**config.mk**
```make
export PLATFORM = sky130hd
export DESIGN_NAME = msfsm_fire_scheduler_flat
export DESIGN_NICKNAME = d
export VERILOG_FILES = /design/src/rtl/msfsm_fire_scheduler_if.sv /design/src/rtl/msfsm_fire_scheduler.sv /design/src/flat_wrapper.sv
export SDC_FILE = /design/constraint.sdc
export NUM_CORES = 1
export LEC_CHECK = 0
export CORE_MARGIN = 3
export CORE_UTILIZATION = 25
export CTS_BUF_LIST = sky130_fd_sc_hd__clkbuf_4 sky130_fd_sc_hd__clkbuf_8
export DETAILED_ROUTE_END_ITERATION = 10
export GPL_TIMING_DRIVEN = 0
export PLACE_DENSITY = 0.49
export SYNTH_ARGS = -nofsm -noshare
export SYNTH_HDL_FRONTEND = slang
export SYNTH_SLANG_ARGS = --single-unit
export TNS_END_PERCENT = 10
```
**constraint.sdc**
```tcl
create_clock -name clk -period 5.46 [get_ports clk]
set_clock_uncertainty 0.05 [all_clocks]
set_input_delay 1.638 -clock clk [delete_from_list [all_inputs] [get_ports clk]]
set_output_delay 1.638 -clock clk [all_outputs]
set_load 0.005 [all_outputs]
```
**src/rtl/msfsm_fire_scheduler_if.sv**
```systemverilog
// Scheduler <-> net bundle for msfsm_fire_scheduler.
// master: environment/net side (drives req, enabled; observes fire status).
// slave : scheduler side (samples req, enabled; drives fire, fire_idx, busy,
//         deadlock, fire_count).
interface msfsm_fire_scheduler_if #(
    parameter int unsigned N_T   = 8,
    parameter int unsigned CNT_W = 16
) ();
    localparam int unsigned IDX_W = (N_T > 1) ? $clog2(N_T) : 1;

    logic [N_T-1:0]   req;
    logic [N_T-1:0]   enabled;
    logic [N_T-1:0]   fire;
    logic [IDX_W-1:0] fire_idx;
    logic             busy;
    logic             deadlock;
    logic [CNT_W-1:0] fire_count;

    modport master (
        output req,
        output enabled,
        input  fire,
        input  fire_idx,
        input  busy,
        input  deadlock,
        input  fire_count
    );

    modport slave (
        input  req,
        input  enabled,
        output fire,
        output fire_idx,
        output busy,
        output deadlock,
        output fire_count
    );
endinterface

```
**src/rtl/msfsm_fire_scheduler.sv**
```systemverilog
// Round-robin transition fire scheduler for synchronous Mealy MSFSMs derived
// from a free-choice Petri net. At most one transition fires per step; each
// fire is a one-cycle one-hot strobe followed by a SETTLE-cycle quiet window
// so MSFSM states and sync outputs can update before the next decision.
//
// Ports:
//   clk    - system clock, rising edge
//   reset  - synchronous active-high reset
//   step   - (only with MSFSM_SCHED_STEP_EN) single-step qualifier for firing
//   bus    - slave modport: req/enabled in; fire, fire_idx, busy, deadlock,
//            fire_count out
//
// Optional feature macro: MSFSM_SCHED_STEP_EN (adds the step input).
module msfsm_fire_scheduler #(
    parameter int unsigned N_T    = 8,
    parameter int unsigned SETTLE = 1,
    parameter int unsigned CNT_W  = 16
) (
    input  logic                   clk,
    input  logic                   reset,
`ifdef MSFSM_SCHED_STEP_EN
    input  logic                   step,
`endif
    msfsm_fire_scheduler_if.slave  bus
);
    localparam int unsigned IDX_W = $clog2(N_T);
    localparam int unsigned SET_W = 4;
    localparam logic [IDX_W:0]   NT_V   = (IDX_W+1)'(N_T);
    localparam logic [IDX_W-1:0] LAST_T = IDX_W'(N_T - 1);

    localparam logic [1:0] IDLE   = 2'd0;
    localparam logic [1:0] FIRE   = 2'd1;
    localparam logic [1:0] SETTLE_ST = 2'd2;

    logic [1:0]       state,      state_nxt;
    logic [N_T-1:0]   fire_q,     fire_nxt;
    logic [IDX_W-1:0] idx_q,      idx_nxt;
    logic [IDX_W-1:0] ptr,        ptr_nxt;
    logic [SET_W-1:0] settle_cnt, settle_nxt;
    logic             dl_q,       dl_nxt;
    logic [CNT_W-1:0] cnt_q,      cnt_nxt;

    logic [N_T-1:0]   cand;
    logic [N_T-1:0]   rot;
    logic [IDX_W-1:0] off;
    logic [IDX_W:0]   sum;
    logic [IDX_W-1:0] sel;
    logic             go;

    // Round-robin pick: rotate candidates so bit 0 is at ptr, take the lowest
    // set bit, then map the offset back to an absolute transition index.
    always_comb begin
        cand = bus.req & bus.enabled;
        rot  = N_T'({cand, cand} >> ptr);
        off  = '0;
        for (int i = N_T - 1; i >= 0; i--) begin
            if (rot[i]) off = IDX_W'(i);
        end
        sum = {1'b0, ptr} + {1'b0, off};
        if (sum >= NT_V) sum = sum - NT_V;
        sel = sum[IDX_W-1:0];
`ifdef MSFSM_SCHED_STEP_EN
        go  = (cand != '0) && step;
`else
        go  = (cand != '0);
`endif
    end

    // Next-state and registered-output logic.
    always_comb begin
        state_nxt  = state;
        fire_nxt   = '0;
        idx_nxt    = idx_q;
        ptr_nxt    = ptr;
        settle_nxt = settle_cnt;
        dl_nxt     = dl_q;
        cnt_nxt    = cnt_q;
        case (state)
            IDLE: begin
                // deadlock is only re-evaluated while idle; held otherwise
                dl_nxt = (bus.enabled == '0);
                if (go) begin
                    fire_nxt  = N_T'(1) << sel;
                    idx_nxt   = sel;
                    ptr_nxt   = (sel == LAST_T) ? '0 : sel + IDX_W'(1);
                    cnt_nxt   = cnt_q + CNT_W'(1);
                    state_nxt = FIRE;
                end
            end
            FIRE: begin
                if (SETTLE == 0) begin
                    state_nxt = IDLE;
                end else begin
                    settle_nxt = SET_W'(SETTLE - 1);
                    state_nxt  = SETTLE_ST;
                end
            end
            SETTLE_ST: begin
                if (settle_cnt == '0) state_nxt = IDLE;
                else                  settle_nxt = settle_cnt - SET_W'(1);
            end
            default: state_nxt = IDLE;
        endcase
    end

    // State and output registers; reset overrides any in-flight fire.
    always_ff @(posedge clk) begin
        if (reset) begin
            state      <= IDLE;
            fire_q     <= '0;
            idx_q      <= '0;
            ptr        <= '0;
            settle_cnt <= '0;
            dl_q       <= 1'b0;
            cnt_q      <= '0;
        end else begin
            state      <= state_nxt;
            fire_q     <= fire_nxt;
            idx_q      <= idx_nxt;
            ptr        <= ptr_nxt;
            settle_cnt <= settle_nxt;
            dl_q       <= dl_nxt;
            cnt_q      <= cnt_nxt;
        end
    end

    assign bus.fire       = fire_q;
    assign bus.fire_idx   = idx_q;
    assign bus.deadlock   = dl_q;
    assign bus.fire_count = cnt_q;
    // Pure decode of the state register.
    assign bus.busy       = (state != IDLE);
endmodule

```
**src/flat_wrapper.sv**
```systemverilog
// flat-port wrapper written by rule: the top's interface ports become plain ports
module msfsm_fire_scheduler_flat 
#(
    parameter int unsigned N_T    = 8,
    parameter int unsigned SETTLE = 1,
    parameter int unsigned CNT_W  = 16
)
  (clk, reset, bus_req, bus_enabled, bus_fire, bus_fire_idx, bus_busy, bus_deadlock, bus_fire_count);
  msfsm_fire_scheduler_if #(.N_T(N_T), .CNT_W(CNT_W)) bus_i ();
  input  logic clk;
  input  logic reset;
  input wire logic [$bits(bus_i.req)-1:0] bus_req;
  input wire logic [$bits(bus_i.enabled)-1:0] bus_enabled;
  output wire logic [$bits(bus_i.fire)-1:0] bus_fire;
  output wire logic [$bits(bus_i.fire_idx)-1:0] bus_fire_idx;
  output wire logic [$bits(bus_i.busy)-1:0] bus_busy;
  output wire logic [$bits(bus_i.deadlock)-1:0] bus_deadlock;
  output wire logic [$bits(bus_i.fire_count)-1:0] bus_fire_count;
  assign bus_i.req = bus_req;
  assign bus_i.enabled = bus_enabled;
  assign bus_fire = bus_i.fire;
  assign bus_fire_idx = bus_i.fire_idx;
  assign bus_busy = bus_i.busy;
  assign bus_deadlock = bus_i.deadlock;
  assign bus_fire_count = bus_i.fire_count;
  msfsm_fire_scheduler #(.N_T(N_T), .SETTLE(SETTLE), .CNT_W(CNT_W)) u_core (.clk(clk), .reset(reset), .bus(bus_i));
endmodule
```
==> results.sh <==
export IMPL_run_status="finished clean"
export IMPL_yosys_cell_count_top_type="sky130_fd_sc_hd__dfxtp_1"
export IMPL_period_share=0.9426
export IMPL_area_growth_syn_to_layout_pct=34.37
export IMPL_clock_power_share=0.233
export IMPL_critical_path_slowest_cell="sky130_fd_sc_hd__mux4_2"
export IMPL_critical_path_max_stage_delay_ns=0.57
export IMPL_critPathTopFamily="multiplexers"
export IMPL_yosys_register_bits=37
export IMPL_rsz0062_at_grt="no"
export IMPL_yosys_cell_types_count=51
export IMPL_cell_taking_the_most_area_after_synthesis="sky130_fd_sc_hd__dfxtp_1"
export IMPL_clock_tree_htree_level_count=2
export IMPL_power_switching_uw=432.3
export IMPL_postSynth_asyncResetShare=0
export IMPL_insertion_delay_ns=0.29
export IMPL_route_detailed_vias_per_inst=4.890
export IMPL_synthCells=250
export IMPL_busiest_layer="met2"
export IMPL_layout_drive_gt1_share=0.1323
export IMPL_hold_path_class="reg2reg"
export IMPL_syn_avg_cell_area_um2=9.144
export IMPL_portBuffers=46
export IMPL_detailroute_via_count=2044
export IMPL_clock_root_buffer="sky130_fd_sc_hd__clkbuf_8"
export IMPL_worst_ep_arrival_time_ns=5.33
export IMPL_clock_sinks=37
export IMPL_netlist_area_mm2=0.002286
export IMPL_crit_start="bus_enabled[3]"
export IMPL_worstMarginPinSlew_ns=0.8529
export IMPL_grt_start_max_net_pins=14
export IMPL_clock_path_buffers=2
export IMPL_drt_drc_violations_left=0
export IMPL_globalRouteOverflowTotal=0
export IMPL_fmaxAchievable_mhz=194.3
export IMPL_gr_usage_met2=0.1751
export IMPL_wirelength_um=5852
export IMPL_fin_util=0.3488
export IMPL_finish_instance_area_mm2=0.003072
export IMPL_groute_usage_overall=0.1151
export IMPL_drtPass1Iterations=4
export IMPL_synth_edff_count=0
export IMPL_timing_setup_critical_path_class="in2reg"
export IMPL_ys_seq_area_frac=0.3240
export IMPL_max_cap_viol_count=0
export IMPL_max_slew_margin=0.4242
export IMPL_rows=34
export IMPL_clk_pin_slew_worst_paths_ns=0.08
export IMPL_power_uw=1243
export IMPL_startpoint_type="primary input"
export IMPL_finalHoldViolCount=0
export IMPL_grt_antenna_before_repair=0
export IMPL_antenna_left=0
export IMPL_crit_buf_inv=2
export IMPL_cts_bufs_inserted=5
export IMPL_place_detailed_hpwl_um=4441
export IMPL_place_congestion=0.8661
export IMPL_cellInternalPower_uw=811.0
export IMPL_die_w_um=101.6
export IMPL_most_frequent_cells_after_synthesis="sky130_fd_sc_hd__dfxtp_1, sky130_fd_sc_hd__nand2_1, sky130_fd_sc_hd__nor2_1, sky130_fd_sc_hd__a21oi_1"
export IMPL_synthesized_net_count=277
export IMPL_path_max_fanout=9
export IMPL_hp_start="u_core.settle_cnt[0]"
export IMPL_detailed_place_area_mm2=0.002882
export IMPL_worstReg2RegStart="u_core.ptr[0]"
export IMPL_power_frac_seq=0.267
export IMPL_path_cells="clkdlybuf4s50_1, and2_1, mux4_2, mux2_2, o21ai_1, a31oi_1, a221oi_1, ha_1, fa_1, xor2_2, and3_4, buf_6, nor2_1, ha_1, nor3b_1, a21oi_1, nor2_1"
export IMPL_netSwitchingFraction=0.3477
export IMPL_powerDensity_mw_per_mm2=404.8
export IMPL_diodes=0
export IMPL_drv_slew=0
export IMPL_detailedRoute_firstIterationViolations=50
export IMPL_die_outline_area_mm2=0.01033
export IMPL_crit_required_ns=5.64
export IMPL_avgRoutedWirePerCell_um=14.00
export IMPL_floorplan_initialDensity=0.2596
export IMPL_grt_pass1_vias=1937
export IMPL_power_ir_vdd_worst_mv=0.1420
export IMPL_grt_first_pass_wirelength_um=9611
export IMPL_lkg_pwr_uw=0.001113
export IMPL_ioPinCount=47
export IMPL_tritoncts="done"
export IMPL_setup_violations_final=0
export IMPL_global_route_met1_utilization=0.1640
export IMPL_synth_main_ff_cell="sky130_fd_sc_hd__dfxtp_1"
export IMPL_yosys_area_top_type_share=0.3240
export IMPL_synth_top_cells_by_area="sky130_fd_sc_hd__dfxtp_1, sky130_fd_sc_hd__ha_1, sky130_fd_sc_hd__nand4b_1"
export IMPL_num_fill_cells=897
export IMPL_floorplan_die_height_um=101.6
export IMPL_gr_usage_met3=0.02755
export IMPL_comb_power_share=0.500
export IMPL_fp_coreArea_mm2=0.008806
export IMPL_layout_nets=336
export IMPL_place_inst=404
export IMPL_stdcell_count=418
export IMPL_endpoint_kind="flop"
export IMPL_synthesis_yosys_warnings=0
export IMPL_finalSetupTns_ns=0
export IMPL_final_period_minus_worst_setup_slack_ns=5.147
-- cell families (layout without fill, tap and decap cells) --
family | count (synthesis) | after routing | share of synthesized area
buffers and inverters | 23 | 83 | 0.05418
flip-flops | 37 | 37 | 0.3240
adder cells (fa/ha/maj) | 9 | 9 | 0.05255
AO/OA/AOI/OAI | 45 | 45 | 0.1450
multiplexers | 8 | 8 | 0.06841
XOR/XNOR | 13 | 13 | 0.04981
AND/OR/NAND/NOR | 115 | 115 | 0.3060
-- power by group through the flow --
stage                     Sequential (µW)  Combinational [µW]  Clock [µW]
final                                 332                 622         289
after global routing                  336                 691         311
after CTS                             333                 571         296
after detailed placement              339                 568           0
after global placement                339                 567           0
after floorplan                       336                 403           0
-- cell usage in the layout, fill, tap and decap left out, drive strengths merged, types with 2 or more instances in the layout --
cell	count
and2	8
dfxtp	37
or4	2
mux2i	4
a31oi	2
clkbuf	9
or3	4
o21a	2
nor3	11
mux4	3
nand4bb	5
xor2	6
nand4	12
nor2	19
nand2b	3
a41oi	5
o21ai	7
buf	14
inv	12
nor3b	3
nand2	21
nor2b	2
xnor2	7
clkdlybuf4s50	46
bufinv	2
ha	8
and3	5
o21ba	4
o2111ai	2
a21oi	18
nor4	2
nand4b	10
nand3	6
-- repair_timing --
item,CTS,global route
endpoints found under the hold margin,0,0
hold buffers,0,0
buffers inserted,0,6
endpoints found under the setup margin,0,3
resized for setup,0,1
-- path summary, 6_finish.rpt --
kind	end	slack, ns	cells past startpoint
worst max-delay path	u_core.ptr[1]	0.31	17
worst max register to register	u_core.ptr[1]	1.63	17
worst min-delay path	u_core.settle_cnt[0]	0.42	2
worst min register to register	u_core.settle_cnt[0]	0.42	2
-- flip-flops by register name (all words and copies together) (netlist names) --
name and count:
u_core.ptr 3, u_core.bus.fire 8, u_core.settle_cnt 4, u_core.bus.fire_count 16, u_core.bus.fire_idx 3, u_core.bus.deadlock 1
u_core.state 2
-- worst register-to-register path, cell delays in order, from the launching register on --
cell and delay, ns:
sky130_fd_sc_hd__dfxtp_1 0.50, sky130_fd_sc_hd__buf_4 0.24, sky130_fd_sc_hd__buf_6 0.15, sky130_fd_sc_hd__mux4_2 0.39, sky130_fd_sc_hd__mux2_2 0.30, sky130_fd_sc_hd__o21ai_1 0.14, sky130_fd_sc_hd__a31oi_1 0.10, sky130_fd_sc_hd__a221oi_1 0.32
sky130_fd_sc_hd__ha_1 0.22, sky130_fd_sc_hd__fa_1 0.21, sky130_fd_sc_hd__xor2_2 0.19, sky130_fd_sc_hd__and3_4 0.20, sky130_fd_sc_hd__buf_6 0.13, sky130_fd_sc_hd__nor2_1 0.06, sky130_fd_sc_hd__ha_1 0.21, sky130_fd_sc_hd__nor3b_1 0.20
sky130_fd_sc_hd__a21oi_1 0.06, sky130_fd_sc_hd__nor2_1 0.08
-- final cells by class --
cell class / instances / area, µm² / share of cell area
inverters: 11 / 41.29 / 0.01344
flip-flops and latches: 37 / 740.7 / 0.2411
well taps: 108 / 135.1 / 0.04399
clock inverters: 3 / 68.82 / 0.02240
multi-input cells: 190 / 1429 / 0.4652
repair buffers: 52 / 505.5 / 0.1646
plain buffers: 12 / 82.58 / 0.02688
clock buffers: 5 / 68.82 / 0.02240
-- per-layer routing --
layer,share of wire,routed length [µm]
met4,0.012,71
met2,0.45,2609
met5,0,0
met3,0.044,255
met1,0.50,2915
-- per-stage QoR --
stage / hold slack (ns) / worst slack (ns)
2_1_floorplan: 0.3979 / 0.6384
3_3_place_gp: 0.4052 / -0.2109
3_5_place_dp: 0.4076 / -0.2412
4_1_cts: 0.4265 / 0.07748
5_1_grt: 0.4458 / 0.06576
6_report: 0.4237 / 0.3133
No activity file was read; power rests on OpenSTA's default activity.
==> edit 1: new RTL, same flow settings <==
`SETTLE` is set to 1 in 2 places; all go to 0.
--- a/src/rtl/msfsm_fire_scheduler.sv
+++ b/src/rtl/msfsm_fire_scheduler.sv
@@ -15,3 +15,3 @@
     parameter int unsigned N_T    = 8,
-    parameter int unsigned SETTLE = 1,
+    parameter int unsigned SETTLE = 0,
     parameter int unsigned CNT_W  = 16
--- a/src/flat_wrapper.sv
+++ b/src/flat_wrapper.sv
@@ -4,3 +4,3 @@
     parameter int unsigned N_T    = 8,
-    parameter int unsigned SETTLE = 1,
+    parameter int unsigned SETTLE = 0,
     parameter int unsigned CNT_W  = 16
Function: changed (Yosys sat finds a counterexample within 4 cycles, from zero or initial values and one cycle with reset high).
==> edit 1 against the unedited design <==
- wire length shrank 19%
- total power shrank 24%
- core utilization grew 0.35 points
- non-clock buffer count shrank 6
- cell area shrank 16%
- worst setup slack gained 0.0072 ns
- sequential cell count shrank 5
- synthesized area shrank 16%
==> edit 1: results (changes against the unedited design) <==
| Metric | Value |
|---|---|
| Delay-heaviest family, CP | `compound AO/OA/AOI/OAI gates` |
| Fillers | `784 (-13%)` |
| Share of layout cells above drive strength 1 | `8.96% (-4.3 points)` |
| Hold Startpoint | `u_core.bus.fire_count[13]$_SDFFE_PP0P_` |
| Arrival time of the worst setup path | `5.24 ns (-0.09 ns)` |
| Cell Area, Synth | `1910 um2 (-16%)` |
| R2R Path End | `u_core.ptr[2]$_SDFFE_PP0P_` |
| CP max stage cell | `clkdlybuf4s50_1` |
| Crit path largest cell delay | `0.51 ns (-0.06 ns)` |
| Clk sink count | `32 (-14%)` |
| Clock transition at path regs | `0.06 ns (-0.02 ns)` |
| Power per cell area | `366 nW/um2 (-9.5%)` |
| Layout clock area frac | `3.15% (-1.3 points)` |
| Seq/Total Area, Yosys | `33.5% (+1.1 points)` |
| Syn Nets | `241 (-13%)` |
| Cell Area, Placed | `2500 um2 (-13%)` |
| FF-to-FF setup slack | `1.76 ns (+0.13 ns)` |
| Slew HR | `61.1% (+19 points)` |
| Reg-to-reg startpoint | `u_core.ptr[2]$_SDFFE_PP0P_` |
| Critical path origin | `bus_enabled[4]` |
| Invs w/o clock | `6 (-5)` |
| Hold Path Sink | `u_core.bus.fire_count[13]$_SDFFE_PP0P_` |
| Initial DRC Count | `64 (+28%)` |
| Multiplexer share of the synthesized area | `11.5% (+4.6 points)` |
| Detail Placement HPWL | `3640 um (-18%)` |
| Status | `complete, no violations` |
| Multi-input gates | `165 (-13%)` |
| Peak supply drop | `0.122 mV (-14%)` |
| Synth Area in Adders | `5.63% (+0.37 points)` |
| FF/Latch Area | `641 um2 (-14%)` |
| Cell Count, Final, Fillers Out | `367 (-12%)` |
| Multi-input combinational area share | `46.0% (-0.54 points)` |
| Mapped Cells | `215 (-14%)` |
| Placed cell count | `360 (-11%)` |
| Post-synthesis compound-gate area fraction | `13.8% (-0.70 points)` |
| WL/cell | `12.8 um (-8.3%)` |
| First-pass GRT wire length | `7930 um (-18%)` |
| Register-to-Register Path Depth | `13 (-4)` |
| RD Place Congestion | `0.770 (-11%)` |
| Clkbuf count | `6 (+1)` |
| Drt via density | `4.69 (-4.2%)` |
| Post-Synth XOR/XNOR Area | `6.87% (+1.9 points)` |
| Seq pwr | `0.000294 W (-11%)` |
[edit 1: cell count changes in the layout (fill, tap and decap cells not counted), sizes merged, moves of 5 or more]
cell | unedited run | this run
nor3 | 11 | 2
xor2 | 6 | 11
nor2 | 19 | 29
buf | 14 | 5
dfxtp | 37 | 32
inv | 12 | 6
nand4b | 10 | 2
nand4 | 12 | 6
and2 | 8 | 1
a21oi | 18 | 9
[edit 1: per-layer routing]
metal | track usage [%] | routed length (um) | share of wire (%) | vias to the layer above
li1 | - | - | - | 886
met1 | 15.8 | 2340 | 50 | 793
met2 | 17.0 | 2180 | 46 | 36
met3 | 2.82 | 166 | 3.5 | 5
met4 | 2.56 | 22 | 0.47 | 0
met5 | 0 | 0 | 0 | -
[edit 1: cell families after synthesis]
kind of cell             Yosys count
AND/OR/NAND/NOR                   90
AO/OA/AOI/OAI                     38
flip-flops                        32
buffers and inverters             18
XOR/XNOR                          15
multiplexers                      14
adder cells (fa/ha/maj)            8
==> edit 2: new RTL, config.mk and constraints unchanged <==
Made on the original files. Reset style: asynchronous (`reset`), changed in one clocked block. Comments in the files are not updated.
--- a/src/rtl/msfsm_fire_scheduler.sv
+++ b/src/rtl/msfsm_fire_scheduler.sv
@@ -106,3 +106,3 @@
     // State and output registers; reset overrides any in-flight fire.
-    always_ff @(posedge clk) begin
+    always_ff @(posedge clk or posedge reset) begin
         if (reset) begin
Check against the original RTL: differs if reset is asserted again (counterexample within 4 cycles, from zero or initial values and one cycle with reset high); with reset held inactive, the same outputs for 10 cycles.
==> edit 2 against the unedited design <==
- worst setup slack gained 0.19 ns
- cell area shrank 3.8%
- non-clock buffer count shrank 8
- sequential cell count is the same
- total power grew 23%
- synthesized area shrank 0.60%
- via count shrank 7.9%
- wire length shrank 7.7%
- critical path type unchanged
==> edit 2: results (changes against the unedited design) <==
| Metric | Value |
|---|---|
| Int Pwr | `0.000877 W (+8.2%)` |
| Post-Synth XOR/XNOR Area | `6.17% (+1.2 points)` |
| Status | `complete, no violations` |
| Critical path origin | `bus_enabled[1]` |
| Buffer share of cell area | `18.3% (-0.89 points)` |
| Met1 Use GR | `15.6% (-0.80 points)` |
| Sequential cells | `37 (unchanged)` |
| Vias in the first global route | `1831 (-5.5%)` |
| Drt total wl | `5400 um (-7.7%)` |
| Fillers | `908 (+1.2%)` |
| FF-to-FF setup slack | `1.74 ns (+0.11 ns)` |
| Multiplexer share of the synthesized area | `6.77% (-0.069 points)` |
| Peak supply drop | `0.152 mV (+7.1%)` |
| Grt met3 use | `3.03% (+0.28 points)` |
| Seq/Total Area, Yosys | `40.7% (+8.3 points)` |
| Hold Path Sink | `u_core.bus.fire_count[15]$_DFFE_PP0P_` |
| Initial DRC Count | `80 (+60%)` |
| CP Capture Point | `u_core.ptr[0]$_DFFE_PP0P_` |
| Reg-to-reg startpoint | `u_core.ptr[0]$_DFFE_PP0P_` |
| Largest net degree at the start of global routing | `38 (+24)` |
| Synth unique cells | `50 (-2.0%)` |
| Syn Nets | `253 (-8.7%)` |
| Invs w/o clock | `12 (+1)` |
| Drt via density | `4.83 (-1.3%)` |
| Layout clock area frac | `2.92% (-1.6 points)` |
| Area contributors post-synth | `dfrtp_1 41%, mux4_2 5.0%, nand2_1 4.3%` |
| Crit path largest cell delay | `0.53 ns (-0.04 ns)` |
| Post-synthesis compound-gate area fraction | `10.2% (-4.3 points)` |
| Multi-input combinational area share | `41.4% (-5.1 points)` |
| All-Layer GR Usage | `10.8% (-0.71 points)` |
| First-pass GRT wire length | `9090 um (-5.5%)` |
| Slew @ Worst Pin | `0.795 ns (-0.0576 ns)` |
[edit 2: cell count changes after synthesis, moves of 4 or more]
| cell | before | now |
|---|---|---|
| nor2_1 | 19 | 9 |
| a21oi_1 | 16 | 5 |
| nand2_1 | 21 | 26 |
| dfxtp_1 | 37 | 0 |
| nand3_1 | 6 | 14 |
| xnor2_1 | 7 | 11 |
| dfrtp_1 | 0 | 37 |
| nor3_2 | 4 | 0 |
[edit 2: power groups by stage]
stage / Combinational, W / Clock (W) / Sequential (W)
after floorplan: 0.000676 / 0 / 0.000391
after global placement: 0.000943 / 0 / 0.000402
after detailed placement: 0.000945 / 0 / 0.000401
after CTS: 0.000953 / 0.000201 / 0.000397
after global routing: 0.00106 / 0.000213 / 0.000405
final: 0.000941 / 0.000193 / 0.000396
[edit 2: metrics by stage]
stage | hold slack [ns] | setup slack, ns | instances | area [um2] | total power [W]
finish | 0.429 | 0.502 | 390 | 2950 | 0.00153
global route | 0.464 | 0.334 | 390 | 2950 | 0.00168
CTS | 0.434 | 0.494 | 390 | 2950 | 0.00155
detailed placement | 0.420 | 0.218 | 382 | 2870 | 0.00135
global placement | 0.413 | 0.214 | 382 | 2870 | 0.00134
floorplan | 0.418 | 0.938 | 228 | 2270 | 0.00107
[edit 2: logic make-up (layout without fill, tap and decap cells)]
| group | count (synthesis) | in the layout |
|---|---|---|
| and+or+nand+nor | 105 | 105 |
| buffers and inverters | 22 | 76 |
| adders and majority gates | 7 | 7 |
| DFF | 37 | 37 |
| AOI/OAI and AO/OA | 33 | 33 |
| xor gates and xnor gates | 16 | 16 |
| muxes | 8 | 8 |
[edit 2: routing by layer]
layer | wire length, um | up-vias
met5 | 0 | -
met4 | 36 | 0
met3 | 275 | 4
met2 | 2330 | 46
met1 | 2760 | 901
li1 | - | 931
